$ cat src/rtl/multicycle_ctrl.sv
// Control FSM for a shared-resource multi-cycle RV32I-subset datapath.
// Sequences fetch/decode/execute/memory/write-back and bounds memory waits.
module multicycle_ctrl #(
  parameter int WAIT_LIMIT = 15,
  parameter int CNT_W      = 8
) (
  input  logic       clk,
  input  logic       reset,
  input  logic       run,
  input  logic [6:0] opcode,
  input  logic       mem_ready,
  output logic       pc_write,
  output logic       pc_write_cond,
  output logic       pc_src,
  output logic       i_or_d,
  output logic       mem_read,
  output logic       mem_write,
  output logic       ir_write,
  output logic       reg_write,
  output logic [1:0] mem_to_reg,
  output logic [1:0] alu_src_a,
  output logic [1:0] alu_src_b,
  output logic [1:0] alu_op,
  output logic [3:0] state,
  output logic       instr_done,
  output logic       illegal,
  output logic       mem_timeout
);

  typedef enum logic [3:0] {
    FETCH    = 4'd0,
    DECODE   = 4'd1,
    EXEC_R   = 4'd2,
    EXEC_I   = 4'd3,
    WB_ALU   = 4'd4,
    MEM_ADDR = 4'd5,
    MEM_RD   = 4'd6,
    MEM_WB   = 4'd7,
    MEM_WR   = 4'd8,
    BRANCH   = 4'd9,
    JAL      = 4'd10,
    JALR     = 4'd11
  } state_t;

  localparam logic [6:0] OP_R      = 7'b0110011;
  localparam logic [6:0] OP_IMM    = 7'b0010011;
  localparam logic [6:0] OP_LOAD   = 7'b0000011;
  localparam logic [6:0] OP_STORE  = 7'b0100011;
  localparam logic [6:0] OP_BRANCH = 7'b1100011;
  localparam logic [6:0] OP_JAL    = 7'b1101111;
  localparam logic [6:0] OP_JALR   = 7'b1100111;

  state_t           state_q, state_d;
  logic [CNT_W-1:0] cnt_q, cnt_d;
  logic             waiting, expired;

  // Only a fetch that is actually requesting memory counts as a wait state.
  assign waiting = ((state_q == FETCH) && run) || (state_q == MEM_RD) || (state_q == MEM_WR);
  assign expired = waiting && !mem_ready && (cnt_q == CNT_W'(WAIT_LIMIT - 1));

  always_ff @(posedge clk) begin
    if (reset) begin
      state_q <= FETCH;
      cnt_q   <= '0;
    end else begin
      state_q <= state_d;
      cnt_q   <= cnt_d;
    end
  end

  always_comb begin
    state_d = state_q;
    cnt_d   = '0;
    case (state_q)
      FETCH:    if (run && mem_ready) state_d = DECODE;
      DECODE: begin
        case (opcode)
          OP_R:               state_d = EXEC_R;
          OP_IMM:             state_d = EXEC_I;
          OP_LOAD, OP_STORE:  state_d = MEM_ADDR;
          OP_BRANCH:          state_d = BRANCH;
          OP_JAL:             state_d = JAL;
          OP_JALR:            state_d = JALR;
          default:            state_d = FETCH;
        endcase
      end
      EXEC_R, EXEC_I: state_d = WB_ALU;
      MEM_ADDR: state_d = (opcode == OP_LOAD) ? MEM_RD : MEM_WR;
      MEM_RD:   if (mem_ready) state_d = MEM_WB;
      MEM_WR:   if (mem_ready) state_d = FETCH;
      default:  state_d = FETCH;
    endcase
    // A ready on the last allowed cycle never reaches here, so ready wins.
    if (expired) begin
      state_d = FETCH;
    end else if (waiting && !mem_ready) begin
      cnt_d = cnt_q + CNT_W'(1);
    end
  end

  always_comb begin
    pc_write      = 1'b0;
    pc_write_cond = 1'b0;
    pc_src        = 1'b0;
    i_or_d        = 1'b0;
    mem_read      = 1'b0;
    mem_write     = 1'b0;
    ir_write      = 1'b0;
    reg_write     = 1'b0;
    mem_to_reg    = 2'b00;
    alu_src_a     = 2'b00;
    alu_src_b     = 2'b00;
    alu_op        = 2'b00;
    state         = 4'd0;
    instr_done    = 1'b0;
    illegal       = 1'b0;
    mem_timeout   = 1'b0;
    // Reset masks every output so an interrupted write-back cannot commit.
    if (!reset) begin
      state       = state_q;
      mem_timeout = expired;
      case (state_q)
        FETCH: begin
          if (run) begin
            mem_read  = 1'b1;
            alu_src_b = 2'b01;
            if (mem_ready) begin
              ir_write = 1'b1;
              pc_write = 1'b1;
            end
          end
        end
        DECODE: begin
          alu_src_a = 2'b01;
          alu_src_b = 2'b10;
          case (opcode)
            OP_R, OP_IMM, OP_LOAD, OP_STORE, OP_BRANCH, OP_JAL, OP_JALR: illegal = 1'b0;
            default: illegal = 1'b1;
          endcase
        end
        EXEC_R: begin
          alu_src_a = 2'b10;
          alu_op    = 2'b10;
        end
        EXEC_I, MEM_ADDR: begin
          alu_src_a = 2'b10;
          alu_src_b = 2'b10;
        end
        WB_ALU: begin
          reg_write  = 1'b1;
          instr_done = 1'b1;
        end
        MEM_RD: begin
          mem_read = 1'b1;
          i_or_d   = 1'b1;
        end
        MEM_WB: begin
          reg_write  = 1'b1;
          mem_to_reg = 2'b01;
          instr_done = 1'b1;
        end
        MEM_WR: begin
          mem_write  = 1'b1;
          i_or_d     = 1'b1;
          instr_done = mem_ready;
        end
        BRANCH: begin
          alu_src_a     = 2'b10;
          alu_op        = 2'b01;
          pc_write_cond = 1'b1;
          pc_src        = 1'b1;
          instr_done    = 1'b1;
        end
        JAL: begin
          pc_write   = 1'b1;
          pc_src     = 1'b1;
          reg_write  = 1'b1;
          mem_to_reg = 2'b10;
          instr_done = 1'b1;
        end
        JALR: begin
          // PC still holds PC+4 here, so the link write sees the right value.
          alu_src_a  = 2'b10;
          alu_src_b  = 2'b10;
          pc_write   = 1'b1;
          reg_write  = 1'b1;
          mem_to_reg = 2'b10;
          instr_done = 1'b1;
        end
        default: instr_done = 1'b0;
      endcase
    end
  end

endmodule

$ cat config.mk
export PLATFORM = sky130hd
export DESIGN_NAME = multicycle_ctrl
export DESIGN_NICKNAME = d
export VERILOG_FILES = /design/src/rtl/multicycle_ctrl.sv
export SDC_FILE = /design/constraint.sdc
export NUM_CORES = 1
export LEC_CHECK = 0
export CAP_MARGIN = 20
export CORE_MARGIN = 1
export CORE_UTILIZATION = 43
export CTS_CLUSTER_DIAMETER = 50
export DETAILED_ROUTE_END_ITERATION = 12
export PLACE_DENSITY = 0.86
export SETUP_SLACK_MARGIN = 0.15
export SLEW_MARGIN = 20
export SYNTH_ARGS = -nofsm -noshare
export SYNTH_HDL_FRONTEND = slang
export SYNTH_SLANG_ARGS = --single-unit
$ cat constraint.sdc
create_clock -name clk -period 1.96 [get_ports clk]
set_input_delay 0.294 -clock clk [delete_from_list [all_inputs] [get_ports clk]]
set_output_delay 0.294 -clock clk [all_outputs]
set_load 0.01 [all_outputs]
* Word-level counts from Yosys, hierarchy flattened
Cells that the tools add are included.
** Storage, ports and cells
- Bits in registers :: 12
- Input bits :: 11
- Output and inout port bits :: 23
- Logic and storage cells :: 88
** Operators by class
- Add/sub/neg operators :: 1
- Eq/ne operators :: 22
- Muxes and demuxes :: 41
- Bitwise logic cells :: 1
- Reductions and logical operators :: 21
** Operators by type and width (count)
- case mux 4 bit (6 select lines) :: 2
- 2-to-1 mux 1 bit :: 23
- equality test 7 bit, second input constant :: 3
- 2-to-1 mux 4 bit :: 5
- equality test 4 x 3 -> 1 bit, second input constant :: 4
- equality test 4 bit, second input constant :: 4
- case mux 2 bit (2 select lines) :: 4
- equality test 7 x 6 -> 1 bit, second input constant :: 2
- OR reduction 2 bit :: 6
- OR reduction 5 bit :: 2
- adder 8 x 1 -> 8 bit, second input constant :: 1
- equality test 4 x 2 -> 1 bit, second input constant :: 2
- equality test 8 x 4 -> 1 bit, second input constant :: 1
- 2-to-1 mux 2 bit :: 4
- OR reduction 4 bit :: 2
- equality test 7 x 2 -> 1 bit, second input constant :: 1
- equality test 7 x 5 -> 1 bit, second input constant :: 1
- OR reduction 7 bit :: 1
- case mux 1 bit (2 select lines) :: 3
- equality test 4 x 1 -> 1 bit, second input constant :: 1
- logical AND 1 bit :: 4
- logical NOT 4 bit :: 1
- inequality test 2 bit, second input constant :: 2
- AND reduction 3 bit :: 1
- 5 further kinds :: 6

* Logic depth before layout (Yosys ltp)
Gate-level depths: netlist of the first run.
- Word-level depth :: 7
- Depth in mapped cells :: 5
- Gate-level depth less buffers :: 5

* Worst setup path before layout of the first run
OpenSTA, ideal clock, no wires.
- Path kind :: reg2out
- Start point :: register state_q[3]
- End point :: output port illegal
- Data arrival time :: 1.396 ns
- Data required time :: 1.666 ns
- Setup slack :: 0.270 ns
- Stages on the path, launching flop included :: 4
- Buffers on the path :: 1
- Cells stage by stage :: dfxtp_1 -> buf_6 -> or4b_4 -> nor4_1
** On the way
- Longest elaborated chain between the ends :: 3
** RTL lines
- start, declared :: RTL line 53 : state_t state_q, state_d;
- start signal, assigned :: RTL line 66 : state_q <= state_d;
- equality test 4 x 1 -> 1 bit :: RTL line 122 : case (state_q)
- 2-to-1 mux 1 bit :: RTL line 122
- 2-to-1 mux 1 bit :: RTL line 119 : if (!reset) begin
- end, declared :: RTL line 26 : output logic illegal,
Every way passes these cells.

* Worst setup path after layout of the first run
- Start point :: register state_q[1]
- End point :: output port mem_read
** On the way
- Longest elaborated chain between the ends :: 3
- Elaborated cells on any way between the ends :: 4
- Those cells by class :: 1 x eq/ne; 2 x mux; 1 x reduce/logical
** RTL lines
- equality test 4 x 3 -> 1 bit / logical NOT 4 bit (equally long branches) :: RTL line 122
- case mux 1 bit (2 select lines) (*) :: RTL line 122
- 2-to-1 mux 1 bit (*) :: RTL line 119
- end, declared :: RTL line 16 : output logic mem_read,
Mark *: on every way between the ends. The rest lies on a longest branch, timed or not.

==> results.cfg, run 1 <==
[grt]
antenna_found_initial = 0
gr-usage-all-layers_pct = 28.7
grt_pass1_wl_um = 4690
grt_max_degree = 9
grt_pass1_vias = 1105
gr-total-overflow = 0

[drt]
wire_per_inst_um = 20.9
drc = 0
route.met2.wl_um = 2200
totalWireLength_um = 4810
dr_wl_met3_um = 579
via_count = 1497
drt-pass1-iter-count = 4
met1_length_um = 1710
drt_iter0_markers = 95
top_layer = met4
vias_per_cell = 6.51
drt.antenna.violating_nets = 0

[setup_path]
worstPathArrival_ns = 1.70
end_kind = output pin
cp.required_ns = 1.67
rrSetupSlack_ns = 0.10
path_class = reg -> out
worstPathMaxFanout = 7
crit_path_start_kind = flip-flop

[cts]
cts_root_buf = clkbuf_4
clk_latency_ns = 0.27
htreeDepth = 1
cts.path.max_buffers = 2
cts_tree = yes
cts-buffers-inserted = 3
clkTransAtPathRegs_ns = 0.08
clock-sinks = 12

[finish]
fin_nets = 217
layoutNonFillerInstCount = 230
area_delta_synth_final_pct = 89.9
antennaDiodeCount = 0
layout.cells.most_common = buf_4
layout_common_cells = buf_4 (38), nor2_1 (16), buf_2 (12), nand2_1 (11), buf_6 (11)
fin_area_um2 = 1750
nFillCells = 76
drive_above_1_share_pct = 49.3

[job]
maxCapViolCount = 0

[die]
fp.dieW_um = 48.2
die_area_um2 = 2330
dieHeight_um = 48.2
rows = 16
start_util_pct = 46.4
io_pins = 34
coreArea_um2 = 1980

[placement]
dp.final_hpwl_um = 2270
dp_slack_ns = -0.307
io_buffers = 33
placed_cells_incl_taps = 214
placed_area_um2 = 1490
globalplace.congestion = 0.891

[timing]
worstMarginPinSlew_ns = 0.465
setup_viol = 1
fin_hold_ws_ns = 0.525
slew_headroom_pct = 68.9
hold_viol_final = 0
fin_skew_ns = 0.00624
worst_slack_ns = -0.0297
timing.final.crit_share_pct = 102
max_freq_mhz = 503
rsz0062_at_grt = yes
post-route-min-period_ns = 1.99
drv_slew = 0

[synth]
postSynthAreaPerCell_um2 = 7.18
synth_seq_cells = 12
synth_area_um2 = 920
async_flop_share_pct = 0
synth.yosys.warnings = 0
synth-edff-count = 0
postSynthCellCount = 128
synthFlopType = dfxtp_1
ys_seq_area_share_pct = 26.1
synth_cell_types = 41
synth_nets = 141

[run_status]
status = finished with violations
violations = setup timing

[hold_path]
hp-class = reg -> reg

[pwr]
vdd_drop_max_v = 0.000376
powerDensity_nw_per_um2 = 352
p_total_mw = 0.615
p_leak_nw = 0.781
cells in the mapped netlist, types with 3 or more instances:
library cell   n  share of area, %
and3_1         3               2.0
nor3_1         7               3.8
o21ai_0        3               1.6
nand2_1       12               4.9
a211oi_1       3               2.4
xnor2_1        4               3.8
a21oi_1        9               4.9
inv_1          3               1.2
clkbuf_1       3               1.2
nor4_1         3               2.0
nor2_1        23               9.4
nor2b_1        4               2.7
dfxtp_1       12                26
nand3_1        4               2.2
cell families (layout without fill, tap and decap cells):
family | after synthesis | after routing | synth area share, %
xor+xnor | 6 | 6 | 5.71
simple gates | 74 | 74 | 42.4
buf+inv | 10 | 85 | 5.58
flops | 12 | 12 | 26.1
compound gates | 24 | 24 | 17.4
fa+ha+maj | 2 | 2 | 2.72
final timing paths:
kind	startpoint	to	cells past startpoint
worst min-delay path	cnt_q[0]	cnt_q[0]	1
worst max-delay path	state_q[1]	mem_read	4
worst min register to register	cnt_q[0]	cnt_q[0]	1
worst max register to register	state_q[3]	state_q[2]	8
power by group:
group / total [mW] / internal [mW] / leakage, nW / switching [mW]
sequential: 0.246 / 0.243 / 0.0997 / 0.00319
combinational: 0.172 / 0.0872 / 0.661 / 0.0849
clock: 0.197 / 0.113 / 0.0210 / 0.0836
state kept, by name, summed over array words and instances (netlist names):
register  cells
state_q       4
cnt_q         8
what timing repair did:
| action | 4_1_cts | 5_1_grt |
|---|---|---|
| endpoints found under the hold margin | 0 | 0 |
| pin swaps | 4 | 14 |
| buffers inserted | 8 | 4 |
| gates resized for setup | 98 | 38 |
| endpoints found under the setup margin | 23 | 20 |
| hold buffers | 0 | 0 |
through the flow:
stage                     util, %  TNS [ns]
after detailed placement     75.3     -2.74
after global placement       75.3     -2.16
after CTS                    81.1         0
after floorplan                 -         0
final                        88.1   -0.0297
after global routing         88.1   -0.0777
layer usage:
metal	up-vias	GRT usage, %
met1	678	32.7
met4	0	5.56
met5	-	0
met3	49	3.33
li1	609	-
met2	161	56.5
cell type report:
type,count,area (µm²),share of cell area [%]
inverter,3,18.8,1.07
clock buffer,4,36.3,2.08
tap,27,33.8,1.93
sequential,12,253,14.5
timing repair buffer,78,638,36.5
multi-input combinational,106,767,43.9
worst max-delay path, stage by stage, from the launching register on:
cell and delay (ns):
dfxtp_4 0.37, buf_8 0.14, nand2_1 0.15, a2111oi_2 0.54, buf_2 0.23
(Power assumes the default switching activity.)
==> run 2, diff against run 1 <==
--- a/config.mk
+++ b/config.mk
@@ -7,10 +7,10 @@
 export LEC_CHECK = 0
 export CAP_MARGIN = 20
 export CORE_MARGIN = 1
-export CORE_UTILIZATION = 43
+export CORE_UTILIZATION = 39
 export CTS_CLUSTER_DIAMETER = 50
 export DETAILED_ROUTE_END_ITERATION = 12
-export PLACE_DENSITY = 0.86
+export PLACE_DENSITY = 0.83
 export SETUP_SLACK_MARGIN = 0.15
 export SLEW_MARGIN = 20
 export SYNTH_ARGS = -nofsm -noshare
==> constraint.sdc (replaced) <==
create_clock -name clk -period 1.8 [get_ports clk]
set_input_delay 0.27 -clock clk [delete_from_list [all_inputs] [get_ports clk]]
set_output_delay 0.27 -clock clk [all_outputs]
set_load 0.01 [all_outputs]
==> results.cfg, run 2 (synthesis gave the netlist of run 1 again) <==
[cts]
cts.path.max_buffers = 2
cts_hold_buf = 0
cts_tree = yes
cts_root_buf = clkbuf_4
clkTransAtPathRegs_ns = 0.07
htreeDepth = 1
clock-sinks = 12
clk_latency_ns = 0.27
cts-buffers-inserted = 3

[grt]
grt_pass1_vias = 1227
antenna_found_initial = 0
gr-usage-all-layers_pct = 28.1
met2_usage_pct = 54.7
busiest_layer = met2
gr-total-overflow = 0
grt_pass1_wl_um = 5410
met3_usage_pct = 3.64
grt_max_degree = 9
grtUsageMet1_pct = 29.0

[finish]
drive_above_1_share_pct = 54.8
nFillCells = 136
area_delta_synth_final_pct = 96.3
multi_input_area_um2 = 800
layout_common_cells = buf_4 (42), nor2_1 (18), buf_2 (14), buf_6 (12), nand2_1 (10)
fin_area_um2 = 1810
layout.cells.most_common = buf_4
top_register = cnt_q
reg_top3 = cnt_q: 8 flops, state_q: 4 flops
antennaDiodeCount = 0
largest_reg_flops = 8
layoutNonFillerInstCount = 236
regArea_um2 = 254
utilization_pct = 81.6
fin_nets = 222

[setup_path]
cp.required_ns = 1.53
worstPathArrival_ns = 1.54
path_class = reg -> out
crit_path_start_kind = flip-flop
worstPathMaxFanout = 8
end_kind = output pin
cpMaxStageDelayCell = or4b_4
crit_path_frequent_cell = buf_6
critPathBufInv = 2
cp_cell_sequence = or4b_4 > buf_6 > nor2_4 > buf_6
cpPeakStageDelay_ns = 0.57
crit_family = simple AND/OR/NAND/NOR gates

[die]
dieHeight_um = 50.6
io_pins = 34
rows = 17
die_area_um2 = 2560
start_util_pct = 41.6
fp.dieW_um = 50.6
coreArea_um2 = 2210

[timing]
setup_viol = 1
hold_viol_final = 0
timing.final.crit_share_pct = 100
worstMarginPinSlew_ns = 0.366
worst_slack_ns = -0.00618
drv_slew = 0
slew_headroom_pct = 75.5
post-route-min-period_ns = 1.81
max_freq_mhz = 554
fin_skew_ns = 0.00100
rsz0062_at_grt = yes
setup_tns_ns = -0.00618

[pwr]
switching_share_pct = 26.7
p_clk_share_pct = 31.2
p_int_mw = 0.497
p_sw_mw = 0.181
powerDensity_nw_per_um2 = 376
p_leak_nw = 0.782
p_total_mw = 0.678
p_seq_share_pct = 39.5
pwr-share-comb_pct = 29.3
vdd_drop_max_v = 0.000516

[placement]
placed_area_um2 = 1550
io_buffers = 33
placed_cells_incl_taps = 221
globalplace.congestion = 0.895
dp.final_hpwl_um = 2300

[run_status]
violations = setup timing
status = finished with violations

[drt]
drc = 0
vias_per_cell = 5.72
drt-pass1-iter-count = 4
drt_iter0_markers = 38
drt.antenna.violating_nets = 0
totalWireLength_um = 4060
via_count = 1350
wire_per_inst_um = 17.2

[hold_path]
hp-class = reg -> reg

[job]
maxCapViolCount = 0
run 2: cell types whose count changed in the layout (fill, tap and decap cells not counted), moves of 2 or more:
cell,delta
nor2_4,-2
nor3_1,-2
dlymetal6s2s_1,-2
buf_4,+4
nor2_1,+2
buf_2,+2
run 2: path summary, 6_finish.rpt:
check / from / endpoint / slack [ns] / depth (start not counted)
setup / recovery: state_q[2] / alu_src_a[0] / -0.006 / 4
hold / removal: cnt_q[0] / cnt_q[0] / 0.48 / 1
setup reg to reg: state_q[2] / state_q[0] / 0.01 / 5
hold reg to reg: cnt_q[0] / cnt_q[0] / 0.48 / 1
run 2: through the flow:
stage	worst slack (ns)	hold WS, ns
after global placement	-0.385	0.445
after global routing	-0.0508	0.508
after detailed placement	-0.414	0.448
after CTS	-0.0690	0.476
final	-0.00618	0.478
after floorplan	0.227	0.430
run 2: repair_timing:
action | 4_1_cts | 5_1_grt
gates resized for setup | 121 | 27
setup buffers | 4 | 7
pin swaps | 12 | 12
setup endpoints to repair | 26 | 23
run 2: metal layers:
metal	vias up	wire, µm	part of all wire (%)
met5	-	0	0
met4	0	211	5.2
met3	22	233	5.7
met2	73	2170	53
met1	635	1450	36
li1	620	-	-
run 2: worst reg2reg max path: stages, from the launching register on:
cell and delay (ns):
dfxtp_4 0.38, or4b_4 0.57, buf_6 0.14, nor2_1 0.15, a22oi_2 0.08, a2111oi_2 0.34
run 2: power by group through the flow:
stage / clock, mW / sequential (mW) / combinational [mW]
6_report: 0.212 / 0.268 / 0.199
5_1_grt: 0.232 / 0.268 / 0.209
4_1_cts: 0.216 / 0.268 / 0.168
3_5_place_dp: 0 / 0.277 / 0.151
3_3_place_gp: 0 / 0.277 / 0.148
2_1_floorplan: 0 / 0.278 / 0.0563
run 2: area by class of cell:
cell class,count,share of cell area (%)
flip-flops and latches,12,14.1
multi-input cells,106,44.3
inverters,3,0.762
well taps,28,1.94
clock buffers,4,2.01
repair buffers,83,36.9
